`config.mk`:
```
export PLATFORM = sky130hd
export DESIGN_NAME = memory_stage
export DESIGN_NICKNAME = d
export VERILOG_FILES = /design/src/rtl/memory_stage_pkg.sv /design/src/rtl/memory_stage_mem_align.sv /design/src/rtl/memory_stage.sv
export SDC_FILE = /design/constraint.sdc
export NUM_CORES = 1
export LEC_CHECK = 0
export CORE_AREA = 2 2 280 282
export DETAILED_ROUTE_END_ITERATION = 10
export DIE_AREA = 0 0 282 284
export PLACE_DENSITY_LB_ADDON = 0.2
export SLEW_MARGIN = 5
export SYNTH_ARGS = -nofsm -noshare
export SYNTH_HDL_FRONTEND = slang
export SYNTH_SLANG_ARGS = --single-unit
```
`constraint.sdc`:
```
create_clock -name clk -period 10.7 [get_ports clk]
set_input_delay 1.605 -clock clk [delete_from_list [all_inputs] [get_ports clk]]
set_output_delay 1.605 -clock clk [all_outputs]
set_load 0.01 [all_outputs]
```
`src/rtl/memory_stage_pkg.sv`:
```
// Shared pipeline types for the memory stage: instruction records, data-bus
// request/response, access sizes, funct3 codes and the memory FSM states.
package pipes;

    localparam logic [2:0] F3_LB  = 3'b000;
    localparam logic [2:0] F3_LH  = 3'b001;
    localparam logic [2:0] F3_LW  = 3'b010;
    localparam logic [2:0] F3_LD  = 3'b011;
    localparam logic [2:0] F3_LBU = 3'b100;
    localparam logic [2:0] F3_LHU = 3'b101;
    localparam logic [2:0] F3_LWU = 3'b110;
    localparam logic [2:0] F3_SB  = 3'b000;
    localparam logic [2:0] F3_SH  = 3'b001;
    localparam logic [2:0] F3_SW  = 3'b010;
    localparam logic [2:0] F3_SD  = 3'b011;

    typedef enum logic [3:0] {NOP, ALU, BRANCH, LD, SD} decoded_op_t;

    typedef enum logic [2:0] {
        MSIZE1 = 3'd0,
        MSIZE2 = 3'd1,
        MSIZE4 = 3'd2,
        MSIZE8 = 3'd3
    } msize_t;

    typedef enum logic {MEM_IDLE, MEM_WAIT} mem_state_t;

    typedef struct packed {
        decoded_op_t op;
        logic        regwrite;
    } control_t;

    typedef struct packed {
        control_t    ctl;
        logic [4:0]  dst;
        logic [63:0] pc;
        logic        valid;
        logic [31:0] raw_instr;
        logic [31:0] iresp_data;
        logic        ismem;
        logic        bubble;
        logic [63:0] result;
        logic [63:0] rd2;
    } excute_data_t;

    typedef struct packed {
        control_t    ctl;
        logic [4:0]  dst;
        logic [63:0] pc;
        logic        valid;
        logic [31:0] iresp_data;
        logic        ismem;
        logic        bubble;
        logic [63:0] addr;
        logic [63:0] result;
    } memory_data_t;

    typedef struct packed {
        logic        valid;
        logic [63:0] addr;
        msize_t      size;
        logic [7:0]  strobe;
        logic [63:0] data;
    } dbus_req_t;

    typedef struct packed {
        logic        addr_ok;
        logic        data_ok;
        logic [63:0] data;
    } dbus_resp_t;

    function automatic excute_data_t ex_bubble();
        excute_data_t e;
        e        = '0;
        e.bubble = 1'b1;
        return e;
    endfunction

endpackage

```
`src/rtl/memory_stage_mem_align.sv`:
```
// Combinational byte-lane alignment: store data/strobe shift, load extract and
// sign/zero extension, plus a natural-alignment flag for the decoded size.
module mem_align
    import pipes::*;
(
    input  logic [2:0]  offset,
    input  logic [2:0]  funct3,
    input  logic        is_store,
    input  logic [63:0] wdata_in,
    input  logic [63:0] rdata_in,
    output msize_t      size,
    output logic [7:0]  strobe,
    output logic [63:0] wdata,
    output logic [63:0] rdata,
    output logic        misaligned
);

    logic [7:0]  mask;
    logic [63:0] shifted;
    logic        zext;

    // NOTE: every output gets a default first, so no path leaves a latch behind.
    always_comb begin
        size       = MSIZE8;
        mask       = 8'hFF;
        rdata      = '0;
        misaligned = 1'b0;
        zext       = funct3[2];
        shifted    = rdata_in >> {offset, 3'b000};

        case (funct3)
            F3_LB, F3_LBU: begin size = MSIZE1; mask = 8'h01; end
            F3_LH, F3_LHU: begin size = MSIZE2; mask = 8'h03; end
            F3_LW, F3_LWU: begin size = MSIZE4; mask = 8'h0F; end
            default:       begin size = MSIZE8; mask = 8'hFF; end
        endcase

        case (size)
            MSIZE1: begin
                rdata      = zext ? {56'b0, shifted[7:0]} : {{56{shifted[7]}}, shifted[7:0]};
                misaligned = 1'b0;
            end
            MSIZE2: begin
                rdata      = zext ? {48'b0, shifted[15:0]} : {{48{shifted[15]}}, shifted[15:0]};
                misaligned = offset[0];
            end
            MSIZE4: begin
                rdata      = zext ? {32'b0, shifted[31:0]} : {{32{shifted[31]}}, shifted[31:0]};
                misaligned = |offset[1:0];
            end
            default: begin
                rdata      = shifted;
                misaligned = |offset;
            end
        endcase

        strobe = is_store ? (mask << offset) : 8'h00;
        wdata  = wdata_in << {offset, 3'b000};
    end

endmodule

```
`src/rtl/memory_stage.sv`:
```
// Memory pipeline stage: issues loads/stores on the data bus and stalls upstream
// until data_ok. Optional MEM_MISALIGN_CHECK_EN suppresses misaligned accesses.
module memory_stage
    import pipes::*;
(
    input  logic         clk,
    input  logic         reset,
    input  excute_data_t dataE,
    output memory_data_t dataM,
    output dbus_req_t    dreq,
    input  dbus_resp_t   dresp,
    output logic         stallM,
    output logic         misalign
);

    excute_data_t q_q, q_d;
    mem_state_t   state_q, state_d;

    logic        is_mem, is_load, is_store, align_err, pending;
    msize_t      size;
    logic [7:0]  strobe;
    logic [63:0] wdata, ldata;
    logic        misaligned;
    logic        unused_bits;

    mem_align u_align (
        .offset     (q_q.result[2:0]),
        .funct3     (q_q.raw_instr[14:12]),
        .is_store   (is_store),
        .wdata_in   (q_q.rd2),
        .rdata_in   (dresp.data),
        .size       (size),
        .strobe     (strobe),
        .wdata      (wdata),
        .rdata      (ldata),
        .misaligned (misaligned)
    );

    assign unused_bits = ^{dresp.addr_ok, q_q.raw_instr[31:15], q_q.raw_instr[11:0], misaligned};

    // NOTE: sequential state uses non-blocking assignments so all flops update together.
    always_ff @(posedge clk or posedge reset) begin
        if (reset) begin
            q_q     <= ex_bubble();
            state_q <= MEM_IDLE;
        end else begin
            q_q     <= q_d;
            state_q <= state_d;
        end
    end

    always_comb begin
        is_mem   = ~q_q.bubble & q_q.valid & q_q.ismem & (q_q.ctl.op inside {LD, SD});
        is_load  = q_q.ctl.op == LD;
        is_store = q_q.ctl.op == SD;
`ifdef MEM_MISALIGN_CHECK_EN
        align_err = is_mem & misaligned;
`else
        align_err = 1'b0;
`endif
        pending  = is_mem & ~align_err;
        stallM   = pending & ~dresp.data_ok;
        misalign = align_err;

        state_d = state_q;
        case (state_q)
            MEM_IDLE: if (pending && !dresp.data_ok) state_d = MEM_WAIT;
            MEM_WAIT: if (!pending || dresp.data_ok) state_d = MEM_IDLE;
            default:  state_d = MEM_IDLE;
        endcase

        // q is the only request source, so holding it keeps dreq stable in WAIT.
        q_d = stallM ? q_q : dataE;

        dreq        = '0;
        dreq.valid  = pending;
        dreq.addr   = q_q.result;
        dreq.size   = size;
        dreq.strobe = pending ? strobe : 8'h00;
        dreq.data   = wdata;

        dataM            = '0;
        dataM.ctl        = q_q.ctl;
        dataM.dst        = q_q.dst;
        dataM.pc         = q_q.pc;
        dataM.valid      = q_q.valid;
        dataM.iresp_data = q_q.iresp_data;
        dataM.ismem      = q_q.ismem;
        dataM.bubble     = q_q.bubble;
        dataM.addr       = q_q.result;
        dataM.result     = (is_mem && is_load) ? ldata : q_q.result;
        if (stallM || align_err) begin
            dataM.bubble = 1'b1;
            dataM.valid  = 1'b0;
        end
    end

endmodule

```
==> flow_summary.html, run 1 <==
<table>
<tr><th>Metric</th><th>Value</th></tr>
<tr><th colspan="2">Run status</th></tr>
<tr><td>Status</td><td>finished, final reports clean</td></tr>
<tr><th colspan="2">Clock tree</th></tr>
<tr><td>Post-CTS Resized</td><td>0</td></tr>
<tr><td>Hold_buf cts</td><td>0</td></tr>
<tr><td>Total number of clock tree sinks</td><td>240</td></tr>
<tr><td>TritonCTS clock tree</td><td>built</td></tr>
<tr><td>Clock root buffer</td><td>sky130_fd_sc_hd__clkbuf_16</td></tr>
<tr><td>Clock latency on the worst-skew pair</td><td>560 ps</td></tr>
<tr><td>Number of buffers added by the clock tree synthesis step</td><td>34</td></tr>
<tr><td>Clock slew at the register clock pins of the worst setup and hold paths</td><td>roughly 60 ps</td></tr>
<tr><td>Max Buffers Root-to-Sink</td><td>3</td></tr>
<tr><td>Post-CTS setup repair buffer count</td><td>0</td></tr>
<tr><td>H-Tree Depth</td><td>2</td></tr>
<tr><th colspan="2">Critical path</th></tr>
<tr><td>Kind of start point of the critical path</td><td>register</td></tr>
<tr><td>Worst endpoint required time</td><td>a little over 9000 ps</td></tr>
<tr><td>Launch point of the worst path</td><td>dataM[64]$_DFFE_PP0N_</td></tr>
<tr><td>Cell-by-cell trace of the critical path</td><td>buf_4, mux2_4, or3_1, and4_4, nor2_2, a31oi_1, clkdlybuf4s50_1</td></tr>
<tr><td>Worst stage delay on the critical path</td><td>between 900 and 1000 ps</td></tr>
<tr><td>Startpoint of the worst register-to-register path</td><td>dataM[236]$_DFFE_PP0N_</td></tr>
<tr><td>Endpoint of the lowest-slack register-to-register path</td><td>dataM[176]$_DFFE_PP0N_</td></tr>
<tr><td>Path depth of the worst reg2reg path</td><td>6</td></tr>
<tr><td>CP Data Arrival Time</td><td>4710 ps</td></tr>
<tr><td>Worst-path fanout max</td><td>53</td></tr>
<tr><td>Setup slack, reg-to-reg</td><td>7630 ps</td></tr>
<tr><td>Kind of capture point of the worst setup path</td><td>primary output</td></tr>
<tr><td>Worst setup path end</td><td>dataM[22]</td></tr>
<tr><td>Worst setup path category</td><td>register to primary output</td></tr>
<tr><td>Cell at the slowest stage of the critical path</td><td>sky130_fd_sc_hd__dfrtp_4</td></tr>
<tr><th colspan="2">Yosys</th></tr>
<tr><td>Total of flip-flops plus latches after synthesis</td><td>240</td></tr>
<tr><td>Area of the mapped netlist</td><td>roughly 15000 um^2</td></tr>
<tr><td>Sequential fraction of the synthesis area</td><td>around two fifths</td></tr>
<tr><td>Post-Synthesis Cells</td><td>between 1000 and 1500</td></tr>
<tr><td>Async S/R FF share, synth</td><td>100%</td></tr>
<tr><td>Most instantiated flip-flop cell in the synthesis netlist</td><td>sky130_fd_sc_hd__dfrtp_1</td></tr>
<tr><td>Syn avg cell area</td><td>just over 10 um^2</td></tr>
<tr><td>YS warnings</td><td>0</td></tr>
<tr><td>Distinct cell type count after synthesis</td><td>52</td></tr>
<tr><td>Post-synth EDFFs</td><td>0</td></tr>
<tr><th colspan="2">Layout</th></tr>
<tr><td>Leading cell types in the layout, fill and taps excluded</td><td>683 x sky130_fd_sc_hd__clkdlybuf4s50_1, 266 x sky130_fd_sc_hd__mux2_2, 236 x sky130_fd_sc_hd__dfrtp_1, 143 x sky130_fd_sc_hd__nor2_1, 85 x sky130_fd_sc_hd__mux2i_1</td></tr>
<tr><td>Final std cell area, no fill</td><td>22100 um^2</td></tr>
<tr><td>Most common cell after layout, fill and taps aside</td><td>sky130_fd_sc_hd__clkdlybuf4s50_1</td></tr>
<tr><td>Total of fill cells in the finished design</td><td>8059</td></tr>
<tr><td>Proportion of layout cells with a drive suffix above 1</td><td>19.3%</td></tr>
<tr><td>Total area of sequential cells</td><td>roughly 6000 um^2</td></tr>
<tr><td>Area of the multi-input gates</td><td>between 6000 and 7000 um^2</td></tr>
<tr><td>Final-stage net count</td><td>2183</td></tr>
<tr><td>Area growth syn-to-layout</td><td>48.0%</td></tr>
<tr><th colspan="2">GRT</th></tr>
<tr><td>Global-route wire length before repair</td><td>93400 um</td></tr>
<tr><td>Global-route total usage across every layer</td><td>16.1%</td></tr>
<tr><td>Maximum number of pins on one net before global-route repair</td><td>147</td></tr>
<tr><td>Global-route congestion overflow total</td><td>0</td></tr>
<tr><td>Number of antenna violations at the first check in global routing</td><td>16</td></tr>
<tr><td>Vias in the first global route</td><td>12500</td></tr>
<tr><th colspan="2">Floorplan</th></tr>
<tr><td>Initial core utilization</td><td>19.4%</td></tr>
<tr><td>Number of primary I/O pins</td><td>716</td></tr>
<tr><td>Die Span X</td><td>282 um</td></tr>
<tr><td>Area inside the core boundary</td><td>~77000 um^2</td></tr>
<tr><td>Die height</td><td>roughly 280 um</td></tr>
<tr><td>Area enclosed by the die boundary</td><td>80100 um^2</td></tr>
<tr><td>Number of placement rows</td><td>between 100 and 150</td></tr>
<tr><th colspan="2">Placement</th></tr>
<tr><td>HPWL Detailed</td><td>51500 um</td></tr>
<tr><td>Buffers on Ports</td><td>roughly 680</td></tr>
<tr><td>Placed instance area</td><td>20900 um^2</td></tr>
<tr><td>Routability-driven placement congestion ratio</td><td>0.827</td></tr>
<tr><th colspan="2">Timing</th></tr>
<tr><td>Worst-margin pin slew</td><td>1190 ps</td></tr>
<tr><td>Max Transition Viols Final</td><td>0</td></tr>
<tr><td>Period minus WS final</td><td>6310 ps</td></tr>
<tr><td>Unrepaired setup endpoints after global routing</td><td>false</td></tr>
<tr><td>Portion of the clock cycle consumed by the worst path in the final layout</td><td>59.0%</td></tr>
<tr><td>Achievable clock frequency</td><td>~160 MHz</td></tr>
<tr><td>Total count of hold-check failures in the final report</td><td>0</td></tr>
<tr><td>Final worst hold slack</td><td>501 ps</td></tr>
<tr><td>Post-Route Setup TNS</td><td>0 ps</td></tr>
<tr><td>Worst Skew</td><td>~17 ps</td></tr>
<tr><td>Count of final setup violators</td><td>0</td></tr>
<tr><td>Worst rel slew slack</td><td>20.1%</td></tr>
<tr><th colspan="2">Run</th></tr>
<tr><td>Max-cap viol count</td><td>0</td></tr>
<tr><th colspan="2">Route</th></tr>
<tr><td>Drt pass-1 iters</td><td>5</td></tr>
<tr><td>Final routed DRC violation total</td><td>0</td></tr>
<tr><td>Post-detailed-route count of antenna-violating nets</td><td>0</td></tr>
<tr><td>Vias per Instance</td><td>4.21</td></tr>
<tr><td>Average wire per standard cell</td><td>22.9 um</td></tr>
<tr><td>Final wirelength</td><td>between 60000 and 70000 um</td></tr>
<tr><td>Overall via count from detail_route</td><td>around 12000</td></tr>
<tr><td>DRC violation total after the first TritonRoute iteration</td><td>564</td></tr>
<tr><th colspan="2">Hold path</th></tr>
<tr><td>Class of the worst hold path</td><td>register to register</td></tr>
<tr><th colspan="2">Power and ir drop</th></tr>
<tr><td>Power density over the cells</td><td>between 100 and 150 nW/um^2</td></tr>
<tr><td>Static leakage</td><td>0.00847 uW</td></tr>
<tr><td>Worst supply voltage drop on vdd</td><td>0.0888 mV</td></tr>
</table>
==> Yosys cell counts, types with 2 or more instances <==
cell type / n / area [um^2]
sky130_fd_sc_hd__o21a_1: 2 / 15.0
sky130_fd_sc_hd__and2_1: 10 / 62.6
sky130_fd_sc_hd__a32oi_1: 2 / 17.5
sky130_fd_sc_hd__nand2_1: 69 / 259
sky130_fd_sc_hd__nor3b_1: 2 / 15.0
sky130_fd_sc_hd__buf_6: 4 / 45.0
sky130_fd_sc_hd__dfrtp_1: 239 / 5980
sky130_fd_sc_hd__mux4_2: 2 / 45.0
sky130_fd_sc_hd__nor2_1: 144 / 541
sky130_fd_sc_hd__buf_1: 10 / 37.5
sky130_fd_sc_hd__inv_1: 3 / 11.3
sky130_fd_sc_hd__o211ai_1: 2 / 15.0
sky130_fd_sc_hd__mux2_2: 266 / 3000
sky130_fd_sc_hd__a22oi_1: 14 / 105
sky130_fd_sc_hd__nand4_1: 2 / 12.5
sky130_fd_sc_hd__buf_4: 244 / 1830
sky130_fd_sc_hd__a21oi_1: 57 / 285
sky130_fd_sc_hd__o32ai_1: 8 / 70.1
sky130_fd_sc_hd__nor2b_1: 27 / 169
sky130_fd_sc_hd__a211o_1: 7 / 61.3
sky130_fd_sc_hd__nor3_1: 9 / 45.0
sky130_fd_sc_hd__a211oi_1: 19 / 143
sky130_fd_sc_hd__o21ai_0: 24 / 120
sky130_fd_sc_hd__nand2b_1: 2 / 12.5
sky130_fd_sc_hd__or2_2: 10 / 62.6
sky130_fd_sc_hd__o2bb2ai_1: 6 / 52.6
sky130_fd_sc_hd__a31oi_1: 53 / 332
sky130_fd_sc_hd__nand3_1: 17 / 85.1
sky130_fd_sc_hd__a21o_1: 2 / 15.0
sky130_fd_sc_hd__o22a_1: 7 / 61.3
sky130_fd_sc_hd__clkbuf_1: 45 / 169
sky130_fd_sc_hd__mux2i_1: 85 / 851
sky130_fd_sc_hd__buf_2: 39 / 195
==> worst min path at each step <==
| stage | cells past startpoint | startpoint | slack, ps | to |
|---|---|---|---|---|
| floorplan | 1 | q_q[56]$_DFFE_PP0N_ | 480 | q_q[56]$_DFFE_PP0N_ |
| global placement | 1 | dataM[221]$_DFFE_PP0N_ | 490 | dataM[221]$_DFFE_PP0N_ |
| detailed placement | 1 | dataM[148]$_DFFE_PP0N_ | 490 | dataM[148]$_DFFE_PP0N_ |
| CTS | 1 | dataM[212]$_DFFE_PP0N_ | 500 | dataM[212]$_DFFE_PP0N_ |
| global route | 1 | dataM[136]$_DFFE_PP0N_ | 510 | dataM[136]$_DFFE_PP0N_ |
| finish | 1 | dataM[212]$_DFFE_PP0N_ | 500 | dataM[212]$_DFFE_PP0N_ |
==> state kept, by name, summed over array words and instances, names as in the netlist <==
register and flops:
q_q 69, dataM 171
==> final cells by class <==
| type | instances | area share, % |
|---|---|---|
| Antenna cell | 5 | 0.0567 |
| Sequential cell | 240 | 27.3 |
| Multi-Input combinational cell | 866 | 30.0 |
| Inverter | 4 | 0.102 |
| Tap cell | 1040 | 5.90 |
| Clock buffer | 53 | 4.64 |
| Clock inverter | 8 | 0.391 |
| Timing Repair Buffer | 700 | 31.6 |
==> kinds of logic after synthesis <==
kind of cell / Yosys count / share of synthesized area [%]
muxes: 354 / 26.2
and+or+nand+nor: 300 / 8.92
other: 1 / 0.0252
DFF: 240 / 40.3
AOI/OAI and AO/OA: 210 / 9.16
buffers and inverters: 346 / 15.4
==> worst max-delay path, delay by kind of cell (launching register included) <==
family,cells,cell delay [ps]
DFF,1,960
muxes,1,360
AOI/OAI and AO/OA,1,250
and+or+nand+nor,3,1260
buffers and inverters,2,1200
==> metrics by stage <==
stage | std cells | utilization, % | setup WS (ps) | total power (uW)
final | 2916 | 28.7 | 4390 | 2770
after global routing | 2914 | 28.7 | 4070 | 2910
after CTS | 2911 | 28.7 | 4260 | 2840
after detailed placement | 2850 | 27.2 | 4550 | 1640
after global placement | 2850 | 27.2 | 4580 | 1640
after floorplan | 1452 | - | 2510 | 1320
==> where the power goes <==
part / internal, uW / total, uW / switching, uW
Clock: 685 / 1150 / 467
Combinational: 342 / 606 / 264
Sequential: 958 / 1010 / 55.6
==> metal layers <==
layer  GRT usage, %  share of wire, %  up-vias
met5              0              0.17        -
met4           4.56               2.2       20
met3           4.64               7.7       80
met2           27.1                48      497
met1           19.9                42     6037
li1               -                 -     5643
Note: power is estimated with default switching activity, not from simulation.
==> run 2: changes to the inputs <==
--- a/config.mk
+++ b/config.mk
@@ -5,9 +5,9 @@
 export SDC_FILE = /design/constraint.sdc
 export NUM_CORES = 1
 export LEC_CHECK = 0
-export CORE_AREA = 2 2 280 282
+export CORE_AREA = 2 2 278 280
 export DETAILED_ROUTE_END_ITERATION = 10
-export DIE_AREA = 0 0 282 284
+export DIE_AREA = 0 0 280 282
 export PLACE_DENSITY_LB_ADDON = 0.2
 export SLEW_MARGIN = 5
 export SYNTH_ARGS = -nofsm -noshare
==> constraint.sdc (replaced) <==
create_clock -name clk -period 5.6 [get_ports clk]
set_input_delay 0.84 -clock clk [delete_from_list [all_inputs] [get_ports clk]]
set_output_delay 0.84 -clock clk [all_outputs]
set_load 0.01 [all_outputs]
==> run 2 against run 1 <==
Critical path depth down 1; sequential share of layout area about the same; sequential power up 92%; wire length up 1.1%; first-iteration DRC count up 15%; setup slack worse by 3600 ps; global-route usage up 0.14 points; via count about the same; register-to-register slack worse by 5200 ps; combinational power up 93%; highest routed layer unchanged.
==> flow_summary.html, run 2 (synthesized netlist as in run 1, its figures left out) <==
<table>
<tr><th>Metric</th><th>Value</th></tr>
<tr><th colspan="2">Run status</th></tr>
<tr><td>Status</td><td>finished, final reports clean</td></tr>
<tr><th colspan="2">Clock tree</th></tr>
<tr><td>Max Buffers Root-to-Sink</td><td>3</td></tr>
<tr><td>Post-CTS Resized</td><td>0</td></tr>
<tr><td>Total number of clock tree sinks</td><td>240</td></tr>
<tr><td>Hold_buf cts</td><td>0</td></tr>
<tr><td>TritonCTS clock tree</td><td>built</td></tr>
<tr><td>H-Tree Depth</td><td>2</td></tr>
<tr><td>Number of buffers added by the clock tree synthesis step</td><td>35</td></tr>
<tr><td>Clock root buffer</td><td>sky130_fd_sc_hd__clkbuf_16</td></tr>
<tr><td>Clock latency on the worst-skew pair</td><td>550 ps</td></tr>
<tr><td>Post-CTS setup repair buffer count</td><td>0</td></tr>
<tr><td>Clock slew at the register clock pins of the worst setup and hold paths</td><td>approximately 60 ps</td></tr>
<tr><th colspan="2">Power and ir drop</th></tr>
<tr><td>Worst supply voltage drop on vdd</td><td>between 0.15 and 0.2 mV</td></tr>
<tr><td>Power density over the cells</td><td>238 nW/um^2</td></tr>
<tr><td>Static leakage</td><td>0.00853 uW</td></tr>
<tr><th colspan="2">Critical path</th></tr>
<tr><td>Worst setup path category</td><td>register to primary output</td></tr>
<tr><td>Worst stage delay on the critical path</td><td>820 ps</td></tr>
<tr><td>Kind of capture point of the worst setup path</td><td>primary output</td></tr>
<tr><td>Worst endpoint required time</td><td>4760 ps</td></tr>
<tr><td>CP Data Arrival Time</td><td>between 3000 and 4000 ps</td></tr>
<tr><td>Cell at the slowest stage of the critical path</td><td>sky130_fd_sc_hd__dfrtp_4</td></tr>
<tr><td>Worst-path fanout max</td><td>42</td></tr>
<tr><td>Kind of start point of the critical path</td><td>register</td></tr>
<tr><td>Cell-by-cell trace of the critical path</td><td>buf_4, mux2_2, or2_2, a31oi_1, a21oi_1, clkdlybuf4s50_1</td></tr>
<tr><th colspan="2">GRT</th></tr>
<tr><td>Vias in the first global route</td><td>12400</td></tr>
<tr><td>Maximum number of pins on one net before global-route repair</td><td>136</td></tr>
<tr><td>Number of antenna violations at the first check in global routing</td><td>14</td></tr>
<tr><td>Global-route total usage across every layer</td><td>16.3%</td></tr>
<tr><td>Global-route wire length before repair</td><td>92600 um</td></tr>
<tr><td>Global-route congestion overflow total</td><td>0</td></tr>
<tr><th colspan="2">Layout</th></tr>
<tr><td>Leading cell types in the layout, fill and taps excluded</td><td>683 x sky130_fd_sc_hd__clkdlybuf4s50_1, 266 x sky130_fd_sc_hd__mux2_2, 236 x sky130_fd_sc_hd__dfrtp_1, 143 x sky130_fd_sc_hd__nor2_1, 85 x sky130_fd_sc_hd__mux2i_1</td></tr>
<tr><td>Final-stage net count</td><td>2197</td></tr>
<tr><td>Area growth syn-to-layout</td><td>48.2%</td></tr>
<tr><td>Proportion of layout cells with a drive suffix above 1</td><td>19.9%</td></tr>
<tr><td>Flip-flop count of the largest register, all copies and words added</td><td>171</td></tr>
<tr><td>Final std cell area, no fill</td><td>22100 um^2</td></tr>
<tr><td>Most common cell after layout, fill and taps aside</td><td>sky130_fd_sc_hd__clkdlybuf4s50_1</td></tr>
<tr><td>Filler-free cell count of the finished design</td><td>2866</td></tr>
<tr><td>Total of fill cells in the finished design</td><td>7945</td></tr>
<tr><th colspan="2">Route</th></tr>
<tr><td>DRC violation total after the first TritonRoute iteration</td><td>648</td></tr>
<tr><td>Post-detailed-route count of antenna-violating nets</td><td>0</td></tr>
<tr><td>Final routed DRC violation total</td><td>0</td></tr>
<tr><td>Drt pass-1 iters</td><td>5</td></tr>
<tr><td>Overall via count from detail_route</td><td>12300</td></tr>
<tr><td>Vias per Instance</td><td>4.29</td></tr>
<tr><td>Final wirelength</td><td>slightly below 70000 um</td></tr>
<tr><td>Average wire per standard cell</td><td>23.5 um</td></tr>
<tr><th colspan="2">Timing</th></tr>
<tr><td>Worst Skew</td><td>18.5 ps</td></tr>
<tr><td>Post-Route Setup TNS</td><td>0 ps</td></tr>
<tr><td>Period minus WS final</td><td>between 4000 and 5000 ps</td></tr>
<tr><td>Achievable clock frequency</td><td>207 MHz</td></tr>
<tr><td>Worst rel slew slack</td><td>37.1%</td></tr>
<tr><td>Max Transition Viols Final</td><td>0</td></tr>
<tr><td>Portion of the clock cycle consumed by the worst path in the final layout</td><td>86.2%</td></tr>
<tr><td>Total count of hold-check failures in the final report</td><td>0</td></tr>
<tr><td>Worst-margin pin slew</td><td>940 ps</td></tr>
<tr><td>Unrepaired setup endpoints after global routing</td><td>false</td></tr>
<tr><td>Count of final setup violators</td><td>0</td></tr>
<tr><th colspan="2">Placement</th></tr>
<tr><td>Placed instance area</td><td>21000 um^2</td></tr>
<tr><td>Inst Count DP</td><td>2801</td></tr>
<tr><td>Buffers on Ports</td><td>about 680</td></tr>
<tr><td>Routability-driven placement congestion ratio</td><td>0.827</td></tr>
<tr><td>HPWL Detailed</td><td>52800 um</td></tr>
<tr><th colspan="2">Floorplan</th></tr>
<tr><td>Number of primary I/O pins</td><td>~720</td></tr>
<tr><td>Die height</td><td>282 um</td></tr>
<tr><td>Area inside the core boundary</td><td>75700 um^2</td></tr>
<tr><td>Area enclosed by the die boundary</td><td>79000 um^2</td></tr>
<tr><td>Die Span X</td><td>~280 um</td></tr>
<tr><td>Number of placement rows</td><td>101</td></tr>
<tr><td>Initial core utilization</td><td>19.7%</td></tr>
<tr><th colspan="2">Run</th></tr>
<tr><td>Max-cap viol count</td><td>0</td></tr>
<tr><th colspan="2">Hold path</th></tr>
<tr><td>Class of the worst hold path</td><td>register to register</td></tr>
</table>
==> run 2: cell count changes in the layout (fill, tap and decap cells not counted) <==
cell                         previous run  this run
sky130_fd_sc_hd__buf_4                 16        27
sky130_fd_sc_hd__buf_12                 1         3
sky130_fd_sc_hd__clkinv_4               0         2
sky130_fd_sc_hd__diode_2                5         3
sky130_fd_sc_hd__bufinv_16              1         0
sky130_fd_sc_hd__clkinvlp_4             1         2
sky130_fd_sc_hd__inv_8                  1         0
==> run 2: cell type report <==
type	count	area [um^2]	area share, %
Antenna cell	3	7.51	0.0340
Clock buffer	53	1020	4.63
Clock inverter	9	73.8	0.334
Inverter	4	18.8	0.0850
Multi-Input combinational cell	866	6620	30.0
Sequential cell	240	6020	27.2
Tap cell	978	1220	5.54
Timing Repair Buffer	713	7100	32.1
==> run 2: layer usage <==
layer	global-route usage [%]	up-vias	part of all wire (%)
met5	0	-	0.14
met4	3.74	16	1.8
met3	4.65	74	7.0
met2	28.3	480	50
met1	19.8	6053	41
li1	-	5662	-
==> run 2: worst paths after layout <==
kind                                             start                     end  slack (ps)  cells after the start
min in group asynchronous                        reset   dataM[68]$_DFFE_PP0N_         780                      2
worst min-delay path            dataM[197]$_DFFE_PP0N_  dataM[197]$_DFFE_PP0N_         500                      1
worst min register to register  dataM[197]$_DFFE_PP0N_  dataM[197]$_DFFE_PP0N_         500                      1
worst max-delay path             dataM[64]$_DFFE_PP0N_                dataM[4]         780                      6
max in group asynchronous                        reset  dataM[191]$_DFFE_PP0N_        3780                      3
worst max register to register    q_q[128]$_DFFE_PP1N_   dataM[96]$_DFFE_PP0N_        2390                      6
==> run 2: per-stage QoR <==
step / worst slack [ps] / hold slack [ps] / util [%] / total power [uW]
after floorplan: 1610 / 479 / - / 2530
after global placement: 1190 / 488 / 27.7 / 3150
after detailed placement: 1140 / 492 / 27.7 / 3160
after CTS: 805 / 505 / 29.2 / 5390
after global routing: 698 / 511 / 29.2 / 5540
final: 775 / 500 / 29.2 / 5260
==> run 2: power by group <==
group	total [uW]	leakage, uW	switching (uW)	internal (uW)
sequential	1940	0.00279	105	1830
combinational	1170	0.00520	512	661
clock	2150	0.000539	884	1270
==> run 2: worst max-delay path: cells and delay by family (launching register included) <==
kind                   cells  cell delay, ps
AO/OA/AOI/OAI              2             940
flip-flops                 1             820
buffers and inverters      2             920
AND/OR/NAND/NOR            1             290
multiplexers               1             390
==> run 3: changes to the inputs <==
==> constraint.sdc (replaced) <==
create_clock -name clk -period 5.6 [get_ports clk]
set_input_delay 0.84 -clock clk [delete_from_list [all_inputs] [get_ports clk]]
set_output_delay 0.84 -clock clk [all_outputs]
set_load 0.1 [all_outputs]
==> run 3 against run 2 <==
Sequential power about the same; sequential share of layout area is 0.27 points higher; combinational power increased by 96%; global-route usage is 0.28 points lower; non-clock buffer count is 7 lower; die area did not move; setup slack gained 160 ps; clock skew down 2.9 ps; critical endpoint is now dataM[33]; largest cell class unchanged; largest power group is now combinational logic.
==> flow_summary.html, run 3 (synthesized netlist as in run 1, its figures left out) <==
<table>
<tr><th>Metric</th><th>Value</th></tr>
<tr><th colspan="2">Critical path</th></tr>
<tr><td>Worst-path fanout max</td><td>37</td></tr>
<tr><td>Worst setup path category</td><td>register to primary output</td></tr>
<tr><td>Kind of start point of the critical path</td><td>register</td></tr>
<tr><td>Cell at the slowest stage of the critical path</td><td>sky130_fd_sc_hd__dfrtp_4</td></tr>
<tr><td>CP Data Arrival Time</td><td>roughly 3800 ps</td></tr>
<tr><td>Kind of capture point of the worst setup path</td><td>primary output</td></tr>
<tr><td>Worst stage delay on the critical path</td><td>660 ps</td></tr>
<tr><td>Startpoint of the worst register-to-register path</td><td>dataM[236]$_DFFE_PP0N_</td></tr>
<tr><td>Cell repeated most along the worst path</td><td>sky130_fd_sc_hd__buf_4</td></tr>
<tr><td>Launch point of the worst path</td><td>dataM[64]$_DFFE_PP0N_</td></tr>
<tr><td>Cell-by-cell trace of the critical path</td><td>buf_4, mux2_4, or3_1, and4_4, a211oi_4, buf_4, a31oi_1, buf_4</td></tr>
<tr><td>Worst endpoint required time</td><td>4760 ps</td></tr>
<tr><th colspan="2">Clock tree</th></tr>
<tr><td>Hold_buf cts</td><td>0</td></tr>
<tr><td>Clock slew at the register clock pins of the worst setup and hold paths</td><td>60 ps</td></tr>
<tr><td>TritonCTS clock tree</td><td>built</td></tr>
<tr><td>Max Buffers Root-to-Sink</td><td>3</td></tr>
<tr><td>Clock root buffer</td><td>sky130_fd_sc_hd__clkbuf_16</td></tr>
<tr><td>Clock latency on the worst-skew pair</td><td>540 ps</td></tr>
<tr><td>H-Tree Depth</td><td>2</td></tr>
<tr><td>Post-CTS Resized</td><td>0</td></tr>
<tr><td>Post-CTS setup repair buffer count</td><td>0</td></tr>
<tr><td>Number of buffers added by the clock tree synthesis step</td><td>35</td></tr>
<tr><td>Total number of clock tree sinks</td><td>240</td></tr>
<tr><th colspan="2">Layout</th></tr>
<tr><td>Total of fill cells in the finished design</td><td>7913</td></tr>
<tr><td>End-of-flow core utilization</td><td>28.9%</td></tr>
<tr><td>Flip-flop count of the largest register, all copies and words added</td><td>171</td></tr>
<tr><td>Final-stage net count</td><td>2190</td></tr>
<tr><td>Leading cell types in the layout, fill and taps excluded</td><td>613 x sky130_fd_sc_hd__clkdlybuf4s50_1, 266 x sky130_fd_sc_hd__mux2_2, 236 x sky130_fd_sc_hd__dfrtp_1, 143 x sky130_fd_sc_hd__nor2_1, 90 x sky130_fd_sc_hd__buf_4</td></tr>
<tr><td>Area growth syn-to-layout</td><td>46.7%</td></tr>
<tr><td>Most common cell after layout, fill and taps aside</td><td>sky130_fd_sc_hd__clkdlybuf4s50_1</td></tr>
<tr><td>Proportion of layout cells with a drive suffix above 1</td><td>a little under a quarter</td></tr>
<tr><th colspan="2">Timing</th></tr>
<tr><td>Unrepaired setup endpoints after global routing</td><td>false</td></tr>
<tr><td>Max Transition Viols Final</td><td>0</td></tr>
<tr><td>Portion of the clock cycle consumed by the worst path in the final layout</td><td>83.2%</td></tr>
<tr><td>Achievable clock frequency</td><td>215 MHz</td></tr>
<tr><td>Worst Skew</td><td>about 16 ps</td></tr>
<tr><td>Total count of hold-check failures in the final report</td><td>0</td></tr>
<tr><td>Worst-margin pin slew</td><td>1120 ps</td></tr>
<tr><td>Post-Route Setup TNS</td><td>0 ps</td></tr>
<tr><td>Count of final setup violators</td><td>0</td></tr>
<tr><td>Period minus WS final</td><td>4660 ps</td></tr>
<tr><td>Worst rel slew slack</td><td>25.2%</td></tr>
<tr><th colspan="2">Power and ir drop</th></tr>
<tr><td>Static leakage</td><td>0.00858 uW</td></tr>
<tr><td>Power density over the cells</td><td>292 nW/um^2</td></tr>
<tr><td>Worst supply voltage drop on vdd</td><td>between 0.2 and 0.25 mV</td></tr>
<tr><th colspan="2">Placement</th></tr>
<tr><td>Buffers on Ports</td><td>683</td></tr>
<tr><td>HPWL Detailed</td><td>a little over 50000 um</td></tr>
<tr><td>Routability-driven placement congestion ratio</td><td>0.827</td></tr>
<tr><th colspan="2">Route</th></tr>
<tr><td>Drt pass-1 iters</td><td>5</td></tr>
<tr><td>Final wirelength</td><td>66300 um</td></tr>
<tr><td>Final routed DRC violation total</td><td>0</td></tr>
<tr><td>DRC violation total after the first TritonRoute iteration</td><td>624</td></tr>
<tr><td>Vias per Instance</td><td>4.24</td></tr>
<tr><td>Overall via count from detail_route</td><td>12100</td></tr>
<tr><td>Post-detailed-route count of antenna-violating nets</td><td>0</td></tr>
<tr><td>Average wire per standard cell</td><td>about 23 um</td></tr>
<tr><th colspan="2">Floorplan</th></tr>
<tr><td>Die height</td><td>282 um</td></tr>
<tr><td>Initial core utilization</td><td>roughly a fifth</td></tr>
<tr><td>Number of primary I/O pins</td><td>716</td></tr>
<tr><td>Area enclosed by the die boundary</td><td>79000 um^2</td></tr>
<tr><td>Area inside the core boundary</td><td>75700 um^2</td></tr>
<tr><td>Number of placement rows</td><td>101</td></tr>
<tr><td>Die Span X</td><td>280 um</td></tr>
<tr><th colspan="2">Hold path</th></tr>
<tr><td>Class of the worst hold path</td><td>register to register</td></tr>
<tr><td>Min-Delay Startpoint</td><td>dataM[221]$_DFFE_PP0N_</td></tr>
<tr><th colspan="2">GRT</th></tr>
<tr><td>Maximum number of pins on one net before global-route repair</td><td>145</td></tr>
<tr><td>Global-route total usage across every layer</td><td>16.0%</td></tr>
<tr><td>Number of antenna violations at the first check in global routing</td><td>13</td></tr>
<tr><td>Global-route wire length before repair</td><td>slightly above 90000 um</td></tr>
<tr><td>Vias in the first global route</td><td>12300</td></tr>
<tr><td>Global-route congestion overflow total</td><td>0</td></tr>
<tr><th colspan="2">Run status</th></tr>
<tr><td>Status</td><td>finished, final reports clean</td></tr>
<tr><th colspan="2">Run</th></tr>
<tr><td>Max-cap viol count</td><td>0</td></tr>
</table>
==> run 3: cell count changes in the layout (fill, tap and decap cells not counted), sizes merged <==
cell           before  now
clkdlybuf4s50     683  613
clkinv              6    7
clkbuf             53   49
buf                30   93
diode               3    2
==> run 3: layout make-up <==
cell class              instances  area, um^2  area share (%)
inverters                       4        18.8          0.0858
diodes                          2        5.00          0.0229
multi-input cells             866        6620            30.3
clock buffers                  49        1040            4.75
clock inverters                10        71.3           0.326
well taps                     978        1220            5.59
repair buffers                706        6870            31.4
flip-flops and latches        240        6020            27.5
==> run 3: report_power, final <==
part,switching (uW),internal (uW),total [uW]
combinational,1650,643,2290
clock,869,1290,2160
sequential,98.7,1830,1930
total,2610,3770,6380
==> run 3: per-stage QoR <==
| stage | setup WS (ps) | total power [uW] | hold WS [ps] | std cells | instance area (um^2) |
|---|---|---|---|---|---|
| floorplan | 113 | 3660 | 479 | 1452 | 14900 |
| global placement | 1440 | 4260 | 488 | 2794 | 20800 |
| detailed placement | 1370 | 4260 | 491 | 2794 | 20800 |
| CTS | 842 | 6500 | 504 | 2853 | 21900 |
| global route | 778 | 6650 | 522 | 2855 | 21900 |
| finish | 940 | 6380 | 500 | 2855 | 21900 |
==> run 3: path summary, 6_finish.rpt <==
path / cells past startpoint / end / slack (ps)
setup reg to reg: 6 / dataM[96]$_DFFE_PP0N_ / 2380
hold reg to reg: 1 / dataM[221]$_DFFE_PP0N_ / 500
max in group asynchronous: 3 / dataM[92]$_DFFE_PP0N_ / 3820
min in group asynchronous: 2 / dataM[179]$_DFFE_PP0N_ / 680
hold / removal: 1 / dataM[221]$_DFFE_PP0N_ / 500
setup / recovery: 8 / dataM[33] / 940
==> run 3: metal layers <==
layer  vias to the layer above  part of all wire [%]  track usage [%]
li1                       5652                     -                -
met1                      5849                    42             19.6
met2                       484                    49             27.1
met3                        91                   7.6             4.85
met4                        22                   2.1             4.33
met5                         -                  0.21                0
==> run 3: critical path, delay by kind of cell, from the launching register on <==
kind	cells	cell delay [ps]
muxes	1	350
and+or+nand+nor	2	530
DFF	1	660
buffers and inverters	3	1210
AOI/OAI and AO/OA	2	460
